==> src/rtl/sample_sequencer_if.sv <==
// sample_sequencer_if: memory, sample-stream and forward/backprop handshakes of the sample sequencer
//   mem_rd/mem_addr -> memory, mem_data <- memory (one cycle later)
//   x_data/x_valid/x_last -> network input stream
//   fwd_done/err_in <- forward path, bp_start -> / bp_done <- backprop engine
//   master: sequencer side, slave: environment side
interface sample_sequencer_if #(
  parameter int BITS = 16,
  parameter int ADDR = 10
);
  logic            mem_rd;
  logic [ADDR-1:0] mem_addr;
  logic [BITS-1:0] mem_data;
  logic [BITS-1:0] x_data;
  logic            x_valid;
  logic            x_last;
  logic            fwd_done;
  logic [BITS-1:0] err_in;
  logic            bp_start;
  logic            bp_done;
  modport master (
    output mem_rd, mem_addr, x_data, x_valid, x_last, bp_start,
    input  mem_data, fwd_done, err_in, bp_done
  );
  modport slave (
    input  mem_rd, mem_addr, x_data, x_valid, x_last, bp_start,
    output mem_data, fwd_done, err_in, bp_done
  );
endinterface

==> src/rtl/sample_sequencer.sv <==
// sample_sequencer: runs one fetch/forward/(backprop) network pass per TR or VL pulse
//   clk, RST (async, active-high)
//   TR/VL start a training/validation pass, NEW_EP zeroes both sample indices
//   TRAIN_BASE/VALID_BASE dataset base addresses
//   bus: memory read, sample stream, forward/backprop handshakes (master side)
//   S_Train/S_Error pass-complete pulses, Error = |err_in| held until next S_Error
//   BUSY not idle, DROP ignored start pulse, TOUT watchdog abort
//   Optional watchdog enabled by defining SEQ_WDOG_EN
module sample_sequencer #(
  parameter int BITS     = 16,
  parameter int ADDR     = 10,
  parameter int IN_WORDS = 4,
  parameter int TIMEOUT  = 1023
) (
  input  logic            clk,
  input  logic            RST,
  input  logic            TR,
  input  logic            VL,
  input  logic            NEW_EP,
  input  logic [ADDR-1:0] TRAIN_BASE,
  input  logic [ADDR-1:0] VALID_BASE,
  sample_sequencer_if.master bus,
  output logic            S_Train,
  output logic            S_Error,
  output logic [BITS-1:0] Error,
  output logic            BUSY,
  output logic            DROP,
  output logic            TOUT
);
  localparam int WW = $clog2(IN_WORDS + 1);
  typedef enum logic [2:0] {IDLE, FETCH, WAIT_FWD, BACKPROP, DONE} state_t;
  state_t state, state_n;
  logic            train, clr, abort, start, fetch_end;
  logic [WW-1:0]   w;
  logic [ADDR-1:0] train_idx, valid_idx, cur, eff_t, eff_v;
  logic [BITS-1:0] mag;
  assign start     = state == IDLE && (TR || VL);
  assign fetch_end = state == FETCH && w == WW'(IN_WORDS);
  // a pending or same-cycle NEW_EP makes the next pass start from index 0
  assign eff_t     = (clr || NEW_EP) ? '0 : train_idx;
  assign eff_v     = (clr || NEW_EP) ? '0 : valid_idx;
  // the most negative error has no positive twin, so it saturates
  assign mag = !bus.err_in[BITS-1] ? bus.err_in :
               bus.err_in == {1'b1, {(BITS-1){1'b0}}} ? {1'b0, {(BITS-1){1'b1}}} : -bus.err_in;
  assign bus.mem_rd   = state == FETCH && w != WW'(IN_WORDS);
  assign bus.mem_addr = bus.mem_rd ? (train ? TRAIN_BASE : VALID_BASE) + ADDR'(cur * IN_WORDS) + ADDR'(w) : '0;
  assign bus.x_data   = bus.x_valid ? bus.mem_data : '0;
  assign S_Train      = state == DONE && train;
  assign S_Error      = state == DONE && !train;
  assign BUSY         = state != IDLE;
  always_ff @(posedge clk or posedge RST)
    if (RST) state <= IDLE;
    else state <= state_n;
  always_comb begin
    state_n = state;
    case (state)
      IDLE:     state_n = start ? FETCH : IDLE;
      FETCH:    state_n = fetch_end ? WAIT_FWD : FETCH;
      WAIT_FWD: state_n = bus.fwd_done ? (train ? BACKPROP : DONE) : WAIT_FWD;
      BACKPROP: state_n = bus.bp_done ? DONE : BACKPROP;
      default:  state_n = IDLE;
    endcase
    if (abort) state_n = IDLE;
  end
  always_ff @(posedge clk or posedge RST)
    if (RST) begin
      train <= 1'b0;
      clr <= 1'b0;
      w <= '0;
      cur <= '0;
      train_idx <= '0;
      valid_idx <= '0;
      bus.x_valid <= 1'b0;
      bus.x_last <= 1'b0;
      bus.bp_start <= 1'b0;
      Error <= '0;
      DROP <= 1'b0;
    end else begin
      bus.x_valid <= bus.mem_rd;
      bus.x_last <= bus.mem_rd && w == WW'(IN_WORDS - 1);
      bus.bp_start <= state == WAIT_FWD && bus.fwd_done && train;
      DROP <= BUSY ? (TR || VL) : (TR && VL);
      w <= state == FETCH ? w + 1'b1 : '0;
      clr <= start ? 1'b0 : clr || NEW_EP;
      if (start) begin
        train <= TR;
        cur <= TR ? eff_t : eff_v;
        train_idx <= eff_t;
        valid_idx <= eff_v;
      end
      if (fetch_end && train) train_idx <= cur + 1'b1;
      if (fetch_end && !train) valid_idx <= cur + 1'b1;
      if (state == WAIT_FWD && bus.fwd_done && !train) Error <= mag;
    end
`ifdef SEQ_WDOG_EN
  localparam int CW = $clog2(TIMEOUT + 1);
  logic [CW-1:0] cnt;
  assign abort = ((state == WAIT_FWD && !bus.fwd_done) || (state == BACKPROP && !bus.bp_done)) &&
                 cnt == CW'(TIMEOUT - 1);
  // counter restarts on every state change so each wait gets a full budget
  always_ff @(posedge clk or posedge RST)
    if (RST) begin
      cnt <= '0;
      TOUT <= 1'b0;
    end else begin
      cnt <= (state_n == state && (state == WAIT_FWD || state == BACKPROP)) ? cnt + 1'b1 : '0;
      TOUT <= abort;
    end
`else
  assign abort = 1'b0;
  assign TOUT  = TIMEOUT < 0;
`endif
endmodule

==> src/flat_wrapper.sv <==
// flat-port wrapper written by rule: the top's interface ports become plain ports
module sample_sequencer_flat 
#(
  parameter int BITS     = 16,
  parameter int ADDR     = 10,
  parameter int IN_WORDS = 4,
  parameter int TIMEOUT  = 1023
)
  (clk, RST, TR, VL, NEW_EP, TRAIN_BASE, VALID_BASE, S_Train, S_Error, Error, BUSY, DROP, TOUT, bus_mem_rd, bus_mem_addr, bus_x_data, bus_x_valid, bus_x_last, bus_bp_start, bus_mem_data, bus_fwd_done, bus_err_in, bus_bp_done);
  sample_sequencer_if #(.BITS(BITS), .ADDR(ADDR)) bus_i ();
  input  logic clk;
  input  logic RST;
  input  logic TR;
  input  logic VL;
  input  logic NEW_EP;
  input  logic [ADDR-1:0] TRAIN_BASE;
  input  logic [ADDR-1:0] VALID_BASE;
  output logic S_Train;
  output logic S_Error;
  output logic [BITS-1:0] Error;
  output logic BUSY;
  output logic DROP;
  output logic TOUT;
  output wire logic [$bits(bus_i.mem_rd)-1:0] bus_mem_rd;
  output wire logic [$bits(bus_i.mem_addr)-1:0] bus_mem_addr;
  output wire logic [$bits(bus_i.x_data)-1:0] bus_x_data;
  output wire logic [$bits(bus_i.x_valid)-1:0] bus_x_valid;
  output wire logic [$bits(bus_i.x_last)-1:0] bus_x_last;
  output wire logic [$bits(bus_i.bp_start)-1:0] bus_bp_start;
  input wire logic [$bits(bus_i.mem_data)-1:0] bus_mem_data;
  input wire logic [$bits(bus_i.fwd_done)-1:0] bus_fwd_done;
  input wire logic [$bits(bus_i.err_in)-1:0] bus_err_in;
  input wire logic [$bits(bus_i.bp_done)-1:0] bus_bp_done;
  assign bus_mem_rd = bus_i.mem_rd;
  assign bus_mem_addr = bus_i.mem_addr;
  assign bus_x_data = bus_i.x_data;
  assign bus_x_valid = bus_i.x_valid;
  assign bus_x_last = bus_i.x_last;
  assign bus_bp_start = bus_i.bp_start;
  assign bus_i.mem_data = bus_mem_data;
  assign bus_i.fwd_done = bus_fwd_done;
  assign bus_i.err_in = bus_err_in;
  assign bus_i.bp_done = bus_bp_done;
  sample_sequencer #(.BITS(BITS), .ADDR(ADDR), .IN_WORDS(IN_WORDS), .TIMEOUT(TIMEOUT)) u_core (.clk(clk), .RST(RST), .TR(TR), .VL(VL), .NEW_EP(NEW_EP), .TRAIN_BASE(TRAIN_BASE), .VALID_BASE(VALID_BASE), .bus(bus_i), .S_Train(S_Train), .S_Error(S_Error), .Error(Error), .BUSY(BUSY), .DROP(DROP), .TOUT(TOUT));
endmodule
==> config.mk <==
export PLATFORM = sky130hd
export DESIGN_NAME = sample_sequencer_flat
export DESIGN_NICKNAME = d
export VERILOG_FILES = /design/src/rtl/sample_sequencer_if.sv /design/src/rtl/sample_sequencer.sv /design/src/flat_wrapper.sv
export SDC_FILE = /design/constraint.sdc
export NUM_CORES = 1
export LEC_CHECK = 0
export ABC_AREA = 1
export ABC_CLOCK_PERIOD_IN_PS = 6610
export BUFFER_PORTS_ARGS = -buffer_cell sky130_fd_sc_hd__clkbuf_2
export CORE_UTILIZATION = 38
export CTS_CLUSTER_SIZE = 10
export DETAILED_ROUTE_END_ITERATION = 10
export PLACE_DENSITY = 0.59
export SLEW_MARGIN = 10
export SYNTH_ARGS = -nofsm -noshare
export SYNTH_HDL_FRONTEND = slang
export SYNTH_SLANG_ARGS = --single-unit
==> constraint.sdc <==
create_clock -name clk -period 6.61 [get_ports clk]
set_input_delay 1.322 -clock clk [delete_from_list [all_inputs] [get_ports clk]]
set_output_delay 1.322 -clock clk [all_outputs]
set_load 0.01 [all_outputs]
* Yosys cells after proc, flatten, opt, wreduce, memory -nomap -nowiden *
Cells that the tools add are included.

operators by class
  multiplexer cells = 21
  $add $sub $neg = 5
  reductions and logical operators = 19
  equality and inequality tests = 8

operators with widths
  operator                 number
  $mux W10                 9
  $mux W16                 3
  $eq A16 B16 Y1 const B   1
  $neg A16 Y16             1
  $logic_and A1 B1 Y1      12
  $mux W3                  4
  $pmux W3 S4              1
  $add A10 B1 Y10 const B  1
  $add A10 B10 Y10         1
  $add A10 B3 Y10          1
  $eq A3 B2 Y1 const B     3
  $eq A3 B3 Y1 const B     2
  $reduce_bool A2 Y1       2
  $add A3 B1 Y3 const B    1
  $eq A3 B1 Y1 const B     1
  $logic_not A3 Y1         1
  $mux W1                  3
  $ne A3 B3 Y1 const B     1
  $reduce_bool A3 Y1       1
  $logic_or A1 B1 Y1       2
  $mux W2                  1
  $logic_not A1 Y1         1

word-level totals
  register bits after elaboration = 58
  logic and storage cells = 65

* Depth between registers and ports, before layout *
Gate-level depths: netlist of the first run.

  word-level depth = 4
  mapped depth = 17
  gate-level depth less buffers = 15

* Worst setup path before layout of the first run *
No wires, ideal clock.

  path kind = input to output
  start point = input port TRAIN_BASE[2]
  end point = output port bus_mem_addr[9]
  stages = 10
  arrival time = 2970 ps
  path slack = 2318 ps
  cell sequence = mux2i_1 fa_1 fa_1 inv_1 nand3_1 nand2_1 nand3_1 nand3_1 nor2_1 nor2_1

between the ends
  word-level cells in the longest chain between the ends = 4

ends and longest elaborated chain
  what                line                    source
  start: declaration  flat_wrapper.sv:16      input logic [ADDR-1:0] TRAIN_BASE;
  $mux W10            sample_sequencer.sv:46  assign bus.mem_addr = bus.mem_rd ? (train ? TRAIN_BASE : VALID_BASE) + ADDR'(cur * IN_WORDS) + ADDR'(w) : '0;
  $add A10 B10 Y10    sample_sequencer.sv:46
  $add A10 B3 Y10     sample_sequencer.sv:46
  $mux W10            sample_sequencer.sv:46
  end: declaration    flat_wrapper.sv:25      output wire logic [$bits(bus_i.mem_addr)-1:0] bus_mem_addr;

Every way passes these cells.

* Final worst setup path of the first run *
  start point = register u_core.train
  end point = output port bus_mem_addr[9]

between the ends
  word-level cells in the longest chain between the ends = 4

ends and longest elaborated chain
  what                      line                    source
  start: declaration        sample_sequencer.sv:33  logic train, clr, abort, start, fetch_end;
  start signal: assignment  sample_sequencer.sv:67  train <= 1'b0;
  start signal: assignment  sample_sequencer.sv:86  train <= TR;
  $mux W10                  sample_sequencer.sv:46
  $add A10 B10 Y10          sample_sequencer.sv:46
  $add A10 B3 Y10           sample_sequencer.sv:46
  $mux W10                  sample_sequencer.sv:46

Every way passes these cells.

==> flow_summary_export.csv, run 1 <==
group,metric,value,unit
clocking,cts_htree_levels,2,
synth,yosys.area.top_type,"dfrtp_1",
clocking,clk_latency,300,ps
routing,antenna_left,0,
synth,synth_top_area_share,35.49,%
routing,drt-total-wl,8.970,mm
cells_and_area,antennaDiodeCount,0,
clocking,numCtsBuffers,5,
critical_path,cp_slowest_cell,"dfrtp_1",
worst_hold_path,hp-class,"register to register",
run,cap_violations,0,
routing,via_per_inst,4.640,
critical_path,critPathMaxFanout,17,
clocking,post_cts_buffers,0,
global_route,gr-total-overflow,0,
synth,synthFlopType,"dfrtp_1",
placed_design,hpwl,6.870,mm
power_and_ir_drop,leakage,2.555,nW
clocking,cts_tree,"built",
placed_design,place_ws,2028,ps
power_and_ir_drop,p_per_area,384.2,nW/µm²
critical_path,required,5290,ps
timing,timing.final.crit_share,70.86,%
timing,min_period,4684,ps
floorplan,coreArea,9284,µm²
synth,ys_top_cells_by_area,"dfrtp_1 (35%), nand2_1 (18%), inv_1 (8.0%)",
floorplan,fp.dieH,100.2,µm
synth,ys_types,38,
routing,drt-initial-drc-count,250,
critical_path,worst_path_largest_cell_delay,830,ps
cells_and_area,multi_input_area,1977,µm²
critical_path,start_kind,"register",
critical_path,critPathArrivalTime,3360,ps
timing,worst_clock_skew,5.756,ps
critical_path,critPathBufInv,4,
critical_path,worstSetupPathType,"register to output port",
outcome,status,"completed",
timing,worst_slack,1926,ps
cells_and_area,area_growth,20.17,%
timing,hold_ws,486.5,ps
synth,synthMostInstantiatedCell,"nand2_1",
cells_and_area,final_layout_size_suffix_gt1_share,21.73,%
timing,setup_violations,0,
global_route,grt_max_degree,53,
cells_and_area,nNetsFinal,716,
timing,grt_setup_unrepaired,"no",
placed_design,gp_congestion,0.7899,
synth,synth_warnings,0,
synth,ys_top_cells_by_count,"nand2_1 (171), inv_1 (78), nor2_1 (58), dfrtp_1 (52), o21ai_0 (30)",
synth,synth_edf_count,0,
placed_design,portBuffers,108,
synth,syn-cell-area,3666,µm²
timing,max_freq,0.2135,GHz
timing,slew_viol_final,0,
floorplan,start_util,39.49,%
synth,yosys_register_bits,52,
global_route,grt_usage,18.57,%
clocking,clk_pin_slew,90,ps
routing,first_pass_iters,4,
critical_path,path_cells,"inv_1 > nand2_1 > nand2_1 > ha_1 > ha_1 > inv_1 > fa_1 > inv_1 > nand3_1 > nand2_1 > nand3_1 > nand3_1 > nor2_1 > nor2_1 > clkbuf_2",
synth,postSynthCellCount,533,
timing,tns,0,ps
timing,tightest_slew,763.3,ps
clocking,clockRootBuffer,"clkbuf_8",
clocking,cts_sinks,52,
clocking,post_cts_resized,0,
synth,yosysSeqAreaShare,35.49,%
clocking,cts.path.max_buffers,2,
timing,hold_violations,0,
cells_and_area,fillers,967,
synth,synthArstFlopShare,100.0,%
global_route,grt_pass1_wl,14.95,mm
critical_path,critPathCaptureType,"output port",
routing,wl_per_cell,11.74,µm
critical_path,critical_path.top_delay_family,"flip-flops",
synth,syn-num-nets,615,
synth,syn_avg_cell_area,6.878,µm²
floorplan,die_area,10040,µm²
global_route,antenna_found_initial,0,
timing,max_slew_margin,48.95,%
floorplan,die_x,100.2,µm
routing,num_vias,3545,
floorplan,rows,35,
clocking,postCtsHoldBufs,0,
power_and_ir_drop,ir_drop,165.1,µV
global_route,grt_pass1_vias,3244,
floorplan,ioPinCount,110,
cells_and_area,final_util,47.45,%
cells_and_area,register_area,1301,µm²
routing,drc,0,
[cells by family (layout without fill, tap and decap cells)]
kind of cell	Yosys count	in the layout	synth area share, %
other cells	1	1	0.1023
flops	52	52	35.49
fa+ha+maj	23	23	8.259
mux	1	1	0.2730
buf+inv	97	199	10.58
simple gates	280	280	32.22
xor+xnor	12	12	2.867
compound gates	67	67	10.21
[path summary, 6_finish.rpt]
check | startpoint | to | slack [ps] | depth (start not counted)
min reg2reg | u_core.train_idx[7] | u_core.train_idx[7] | 490 | 2
max reg2reg | u_core.train | u_core.valid_idx[1] | 4450 | 6
min in group asynchronous | RST | u_core.train_idx[6] | 1170 | 3
min | u_core.train_idx[7] | u_core.train_idx[7] | 490 | 2
max in group asynchronous | RST | u_core.cur[0] | 4990 | 3
max | u_core.train | bus_mem_addr[9] | 1930 | 15
[power breakdown]
group / internal, W / switching (W)
logic: 0.000358 / 0.000570
registers: 0.000438 / 0.000111
clock network: 0.000113 / 0.000103
total: 0.000908 / 0.000785
[state kept, by name, summed over array words and instances (netlist names)]
| signal | flops |
|---|---|
| u_core.bus.x_valid | 1 |
| u_core.valid_idx | 8 |
| u_core.Error | 16 |
| u_core.clr | 1 |
| u_core.state | 3 |
| u_core.DROP | 1 |
| u_core.train | 1 |
| u_core.cur | 8 |
| u_core.w | 3 |
| u_core.bus.x_last | 1 |
| u_core.bus.bp_start | 1 |
| u_core.train_idx | 8 |
[cells in the final DEF, fill, tap and decap left out, types with 2 or more instances in the layout]
cell type | Yosys | routed
a21oi_1 | 18 | 18
a31oi_1 | 2 | 2
clkbuf_2 | 0 | 108
clkbuf_8 | 0 | 5
dfrtp_1 | 52 | 52
fa_1 | 2 | 2
ha_1 | 21 | 21
inv_1 | 78 | 77
inv_2 | 3 | 4
nand2_1 | 171 | 171
nand3_1 | 26 | 26
nand3_2 | 3 | 3
nand3b_1 | 3 | 3
nand4_1 | 3 | 3
nor2_1 | 58 | 58
nor2_2 | 5 | 5
nor2_4 | 2 | 2
nor3_1 | 4 | 4
o211ai_1 | 5 | 5
o21ai_0 | 30 | 30
o21ai_1 | 5 | 5
o221ai_1 | 2 | 2
or2_2 | 2 | 2
xnor2_1 | 2 | 2
xor2_1 | 10 | 10
[stage by stage]
stage / std cells / total power [W] / area [µm²]
4_1_cts: 764 / 0.001713 / 4405
3_5_place_dp: 756 / 0.001488 / 4298
5_1_grt: 764 / 0.001871 / 4405
3_3_place_gp: 756 / 0.001475 / 4298
6_report: 764 / 0.001693 / 4405
2_1_floorplan: 533 / 0.001175 / 3666
[worst register-to-register path: cells and delay by family (launching register included)]
family          cells  cell delay [ps]
flops               1              830
buf+inv             2              600
simple gates        3              570
compound gates      1               80
[layer usage]
metal	up-vias	share of wire, %	wire, µm	GRT usage (%)
li1	1862	-	-	-
met1	1583	49	4397	25.45
met2	94	45	4018	30.77
met3	6	5.3	473	3.203
met4	0	0.89	80	4.013
met5	-	0	0	0
[final cells by class]
| class | count | share of cell area (%) |
|---|---|---|
| flip-flops and latches | 52 | 29.54 |
| repair buffers | 109 | 12.44 |
| inverters | 82 | 7.043 |
| multi-input cells | 384 | 44.87 |
| well taps | 129 | 3.664 |
| clock inverters | 2 | 0.7952 |
| clock buffers | 6 | 1.647 |
(Power assumes the default switching activity.)
==> run 2, diff against run 1 <==
--- a/config.mk
+++ b/config.mk
@@ -5,13 +5,13 @@
 export SDC_FILE = /design/constraint.sdc
 export NUM_CORES = 1
 export LEC_CHECK = 0
-export ABC_AREA = 1
-export ABC_CLOCK_PERIOD_IN_PS = 6610
+export ABC_AREA = 0
+export ABC_CLOCK_PERIOD_IN_PS = 4860
 export BUFFER_PORTS_ARGS = -buffer_cell sky130_fd_sc_hd__clkbuf_2
 export CORE_UTILIZATION = 38
 export CTS_CLUSTER_SIZE = 10
 export DETAILED_ROUTE_END_ITERATION = 10
-export PLACE_DENSITY = 0.59
+export PLACE_DENSITY = 0.6
 export SLEW_MARGIN = 10
 export SYNTH_ARGS = -nofsm -noshare
 export SYNTH_HDL_FRONTEND = slang
==> constraint.sdc (replaced) <==
create_clock -name clk -period 4.86 [get_ports clk]
set_input_delay 0.972 -clock clk [delete_from_list [all_inputs] [get_ports clk]]
set_output_delay 0.972 -clock clk [all_outputs]
set_load 0.01 [all_outputs]
==> run 2 against run 1 <==
Area after synthesis down 9.1%. Combinational power up 2.6%. Non-clock buffer count down 1. Cell area down 8.1%. Utilization up 1.1 points. Global-route usage down 0.98 points. Via count down 18%. Sequential share of layout area up 2.6 points. Clock-buffer cell count unchanged. Cell count down 28%. Critical path type unchanged.
==> flow_summary_export.csv, run 2 <==
group,metric,value,unit
clocking,clk_pin_slew,90,ps
floorplan,coreArea,8341,µm²
global_route,grt_pass1_wl,12.57,mm
clocking,postCtsHoldBufs,0,
critical_path,rr_worst_depth,5,
power_and_ir_drop,p_per_area,471.3,nW/µm²
global_route,grt_pass1_vias,2670,
clocking,cts_htree_levels,2,
timing,timing.final.crit_share,90.89,%
cells_and_area,largest_reg_flops,16,
timing,slew_viol_final,0,
timing,worst_clock_skew,5.373,ps
floorplan,start_util,39.93,%
floorplan,die_area,9143,µm²
clocking,post_cts_buffers,0,
synth,yosys.area.top_type,"dfrtp_1",
cells_and_area,layout_common_cells,"clkbuf_2 (108), dfrtp_1 (52), nand2_1 (30)",
global_route,grt_usage,17.59,%
timing,setup_violations,0,
timing,min_period,4417,ps
timing,hold_violations,0,
routing,drc,0,
synth,synthFlopType,"dfrtp_1",
clocking,clockRootBuffer,"clkbuf_8",
synth,yosysSeqAreaShare,39.07,%
critical_path,path_cells,"mux2_2 > ha_1 > ha_1 > inv_1 > fa_1 > nor2b_1 > o31a_1 > o21a_1 > nor3_1 > nor3_1 > clkbuf_2",
critical_path,critPathCaptureType,"output port",
critical_path,r2r_start,"u_core.train",
routing,drt-total-wl,7.711,mm
synth,syn-cell-area,3331,µm²
synth,synthArstFlopShare,100.0,%
clocking,numCtsBuffers,5,
placed_design,place_area,3941,µm²
global_route,grt_max_degree,53,
clocking,post_cts_resized,0,
floorplan,ioPinCount,110,
synth,synth_edf_count,0,
outcome,status,"completed",
floorplan,rows,33,
routing,antenna_left,0,
routing,via_per_inst,5.246,
routing,first_pass_iters,4,
synth,synth_top_area_share,39.07,%
clocking,cts_sinks,52,
routing,drt-initial-drc-count,98,
cells_and_area,final_common_cell,"clkbuf_2",
worst_hold_path,hp-class,"register to register",
cells_and_area,nNetsFinal,528,
placed_design,hpwl,6.010,mm
critical_path,critPathArrivalTime,3450,ps
run,cap_violations,0,
cells_and_area,final_layout_size_suffix_gt1_share,30.20,%
timing,tns,0,ps
clocking,cts.path.max_buffers,2,
routing,wl_met3,568,µm
routing,wl_met2,3.619,mm
cells_and_area,area_growth,21.60,%
global_route,gr-total-overflow,0,
routing,met1_length,3.454,mm
clocking,cts_tree,"built",
synth,ys_types,55,
synth,ys_top_cells_by_area,"dfrtp_1 (39%), ha_1 (7.9%), o2bb2ai_1 (3.4%)",
cells_and_area,design_area,4050,µm²
routing,wl_per_cell,13.97,µm
synth,postSynthCellCount,344,
synth,synth_warnings,0,
timing,grt_setup_unrepaired,"no",
floorplan,fp.dieH,95.62,µm
routing,top_layer_used,"met4",
critical_path,required,3890,ps
critical_path,critPathMaxFanout,20,
critical_path,worst-r2r-setup-slack,2550,ps
timing,tightest_slew,1142,ps
synth,syn_avg_cell_area,9.682,µm²
clocking,clk_latency,300,ps
worst_hold_path,min_from,"u_core.valid_idx[4]",
floorplan,die_x,95.62,µm
synth,yosys_register_bits,52,
synth,syn-num-nets,426,
timing,max_freq,0.2264,GHz
placed_design,gp_congestion,0.8040,
cells_and_area,largest_register,"u_core.Error",
worst_hold_path,min_path_cells,1,
synth,ys_top_cells_by_count,"dfrtp_1 (52), nand2_1 (30), nor2_1 (24), ha_1 (21), and2_1 (18)",
timing,max_slew_margin,23.36,%
critical_path,start_kind,"register",
synth,synthMostInstantiatedCell,"dfrtp_1",
cells_and_area,antennaDiodeCount,0,
routing,num_vias,2896,
global_route,antenna_found_initial,0,
critical_path,r2r-end,"u_core.Error[10]",
critical_path,critPathBufInv,2,
critical_path,worstSetupPathType,"register to output port",
critical_path,critical_path.top_delay_family,"flip-flops",
power_and_ir_drop,ir_drop,219.6,µV
power_and_ir_drop,leakage,1.969,nW
critical_path,cp_slowest_cell,"dfrtp_1",
worst_hold_path,hold_path_end,"u_core.valid_idx[4]",
critical_path,worst_path_largest_cell_delay,870,ps
placed_design,portBuffers,108,
[run 2: cells by family (layout without fill, tap and decap cells)]
| group | Yosys count | count (layout) | share of synthesized area [%] |
|---|---|---|---|
| compound gates | 84 | 84 | 17.54 |
| xor+xnor | 20 | 20 | 5.259 |
| fa+ha+maj | 24 | 24 | 9.391 |
| buf+inv | 26 | 129 | 3.306 |
| flops | 52 | 52 | 39.07 |
| mux | 19 | 19 | 6.048 |
| other cells | 1 | 1 | 0.1126 |
| simple gates | 118 | 118 | 19.27 |
[run 2: how the worst max path moves through the flow]
| stage | startpoint | endpoint | slack [ps] | cells after the start |
|---|---|---|---|---|
| 3_3_place_gp | TRAIN_BASE[2] | bus_mem_addr[8] | 760 | 11 |
| 4_1_cts | u_core.train | bus_mem_addr[8] | 460 | 10 |
| 3_5_place_dp | TRAIN_BASE[2] | bus_mem_addr[8] | 720 | 11 |
| 6_report | u_core.train | bus_mem_addr[7] | 440 | 11 |
| 2_1_floorplan | TRAIN_BASE[1] | bus_mem_addr[7] | 1010 | 10 |
| 5_1_grt | u_core.train | bus_mem_addr[8] | 170 | 10 |
[run 2: metal layers]
metal	up-vias	global-route usage (%)
met2	112	31.07
met5	-	0
li1	1426	-
met3	6	3.429
met1	1352	22.21
met4	0	3.731
[run 2: area by class of cell]
type / instances / area [µm²]
multi-input cells: 266 / 1919
well taps: 105 / 131.4
flip-flops and latches: 52 / 1301
clock buffers: 6 / 72.57
inverters: 13 / 50.05
repair buffers: 108 / 540.5
fillers: 809 / 4290
clock inverters: 2 / 35.03
[run 2: stage by stage]
| stage | util (%) | std cells | hold slack, ps | total power (W) | setup slack, ps |
|---|---|---|---|---|---|
| 6_report | 48.56 | 552 | 491.3 | 0.001909 | 442.6 |
| 5_1_grt | 48.56 | 552 | 506.8 | 0.002067 | 166.6 |
| 4_1_cts | 48.54 | 552 | 498.4 | 0.001936 | 455.8 |
| 3_5_place_dp | 47.25 | 544 | 472.2 | 0.001636 | 719.5 |
| 3_3_place_gp | 47.25 | 544 | 462.8 | 0.001619 | 755.7 |
| 2_1_floorplan | - | 344 | 455.4 | 0.001274 | 1010 |
[run 2: report_power, final]
part           switching (W)  total [W]  internal (W)
logic               0.000537   0.000952      0.000415
clock network       0.000140   0.000293      0.000153
registers           0.000122   0.000664      0.000542
total               0.000800    0.00191       0.00111
==> run 3, diff against run 2 <==
--- a/config.mk
+++ b/config.mk
@@ -6,7 +6,7 @@
 export NUM_CORES = 1
 export LEC_CHECK = 0
 export ABC_AREA = 0
-export ABC_CLOCK_PERIOD_IN_PS = 4860
+export ABC_CLOCK_PERIOD_IN_PS = 5100
 export BUFFER_PORTS_ARGS = -buffer_cell sky130_fd_sc_hd__clkbuf_2
 export CORE_UTILIZATION = 38
 export CTS_CLUSTER_SIZE = 10
==> constraint.sdc (replaced) <==
create_clock -name clk -period 5.1 [get_ports clk]
set_input_delay 1.02 -clock clk [delete_from_list [all_inputs] [get_ports clk]]
set_output_delay 1.02 -clock clk [all_outputs]
set_load 0.01 [all_outputs]
==> run 3 against run 2 <==
Sequential power fell by 5.0%. Via count fell by 0.59%. Non-clock buffer count did not move. Sequential cell count unchanged. Cell count unchanged. Combinational power down 4.7%. Clock power decreased by 17%. Worst setup slack gained 200 ps. Critical path depth did not move. First-iteration DRC count rose by 3.1%. Largest power group unchanged.
==> flow_summary_export.csv, run 3 (same netlist as run 2, synthesis figures left out) <==
group,metric,value,unit
global_route,grt_max_degree,53,
global_route,grt_usage,17.26,%
cells_and_area,design_area,4036,µm²
power_and_ir_drop,p_per_area,441.2,nW/µm²
placed_design,portBuffers,108,
critical_path,worstSetupPathType,"register to output port",
critical_path,start_kind,"register",
critical_path,required,4080,ps
critical_path,worst-r2r-setup-slack,2800,ps
cells_and_area,antennaDiodeCount,0,
power_and_ir_drop,leakage,1.958,nW
timing,hold_violations,0,
floorplan,die_area,9143,µm²
critical_path,rr_worst_depth,5,
placed_design,hpwl,5.969,mm
critical_path,r2r_start,"u_core.train",
routing,num_vias,2879,
clocking,numCtsBuffers,5,
clocking,postCtsHoldBufs,0,
worst_hold_path,hold_path_end,"u_core.Error[1]",
cells_and_area,largest_register,"u_core.Error",
placed_design,place_area,3941,µm²
timing,setup_violations,0,
routing,antenna_left,0,
clocking,clk_pin_slew,90,ps
cells_and_area,nNetsFinal,528,
cells_and_area,layout_common_cells,"clkbuf_2 (108), dfrtp_1 (52), nand2_1 (30)",
critical_path,critPathMaxFanout,20,
routing,via_per_inst,5.216,
clocking,post_cts_resized,0,
clocking,cts_sinks,52,
routing,drc,0,
global_route,grt_pass1_wl,12.36,mm
critical_path,critPathArrivalTime,3430,ps
timing,tns,0,ps
floorplan,rows,33,
clocking,post_cts_buffers,0,
clocking,cts_htree_levels,2,
run,cap_violations,0,
cells_and_area,largest_reg_flops,16,
clocking,cts.path.max_buffers,2,
floorplan,fp.dieH,95.62,µm
worst_hold_path,min_path_cells,2,
timing,max_freq,0.2246,GHz
timing,max_slew_margin,23.10,%
floorplan,ioPinCount,110,
outcome,status,"completed",
cells_and_area,final_layout_size_suffix_gt1_share,30.20,%
routing,wl_per_cell,13.87,µm
cells_and_area,area_growth,21.19,%
critical_path,critPathCaptureType,"output port",
power_and_ir_drop,ir_drop,182.5,µV
cells_and_area,final_common_cell,"clkbuf_2",
floorplan,die_x,95.62,µm
routing,first_pass_iters,4,
worst_hold_path,hp-class,"register to register",
timing,tightest_slew,1146,ps
floorplan,start_util,39.93,%
worst_hold_path,min_from,"u_core.Error[1]",
floorplan,coreArea,8341,µm²
global_route,gr-total-overflow,0,
timing,slew_viol_final,0,
timing,min_period,4453,ps
timing,worst_clock_skew,9.337,ps
routing,drt-initial-drc-count,101,
placed_design,gp_congestion,0.8035,
global_route,antenna_found_initial,0,
clocking,cts_tree,"built",
timing,timing.final.crit_share,87.32,%
critical_path,crit_start,"u_core.train",
global_route,grt_pass1_vias,2604,
critical_path,r2r-end,"u_core.Error[10]",
timing,grt_setup_unrepaired,"no",
clocking,clk_latency,300,ps
routing,drt-total-wl,7.655,mm
clocking,clockRootBuffer,"clkbuf_8",
run 3: layout make-up:
cell class                      instances  area [µm²]
Clock buffer                            7       86.33
Tap cell                              105       131.4
Multi-Input combinational cell        266        1919
Fill cell                             814        4304
Timing Repair Buffer                  108       540.5
Clock inverter                          1       7.507
Inverter                               13       50.05
Sequential cell                        52        1301
run 3: critical path, cell delays in order, from the launching register on:
cell and delay, ps:
dfrtp_1 870, mux2_2 410, ha_1 270, ha_1 190, inv_1 60, fa_1 380
nor2b_1 210, o31a_1 210, o21a_1 150, nor3_1 50, nor3_1 160, clkbuf_2 160
run 3: worst max-delay path by stage:
stage                       to  slack, ps  cells after the start
2_1_floorplan  bus_mem_addr[7]       1150                     10
3_3_place_gp   bus_mem_addr[8]        900                     11
3_5_place_dp   bus_mem_addr[8]        880                     11
4_1_cts        bus_mem_addr[7]        670                     11
5_1_grt        bus_mem_addr[7]        390                     11
6_report       bus_mem_addr[7]        650                     11
run 3: per-stage QoR:
step	instances	total power (W)	hold WS, ps	setup WS [ps]	utilization (%)
6_report	552	0.001781	490.6	646.8	48.39
5_1_grt	552	0.001932	509.6	386.7	48.39
4_1_cts	552	0.001804	496.8	674.4	48.38
3_5_place_dp	544	0.001558	473.4	881.8	47.25
3_3_place_gp	544	0.001542	462.9	898.3	47.25
2_1_floorplan	344	0.001214	455.4	1154	-
run 3: power breakdown:
group | total, W | internal, W | switching, W | leakage, nW
Sequential | 0.000631 | 0.000516 | 0.000115 | 0.682
Combinational | 0.000907 | 0.000395 | 0.000513 | 1.23
Clock | 0.000242 | 0.000111 | 0.000131 | 0.0445
run 3: metal layers:
metal,part of all wire (%),up-vias,track usage [%]
met5,0,-,0
met4,1.0,0,3.731
met3,7.3,6,3.668
met2,47,108,30.60
met1,44,1335,21.47
li1,-,1430,-
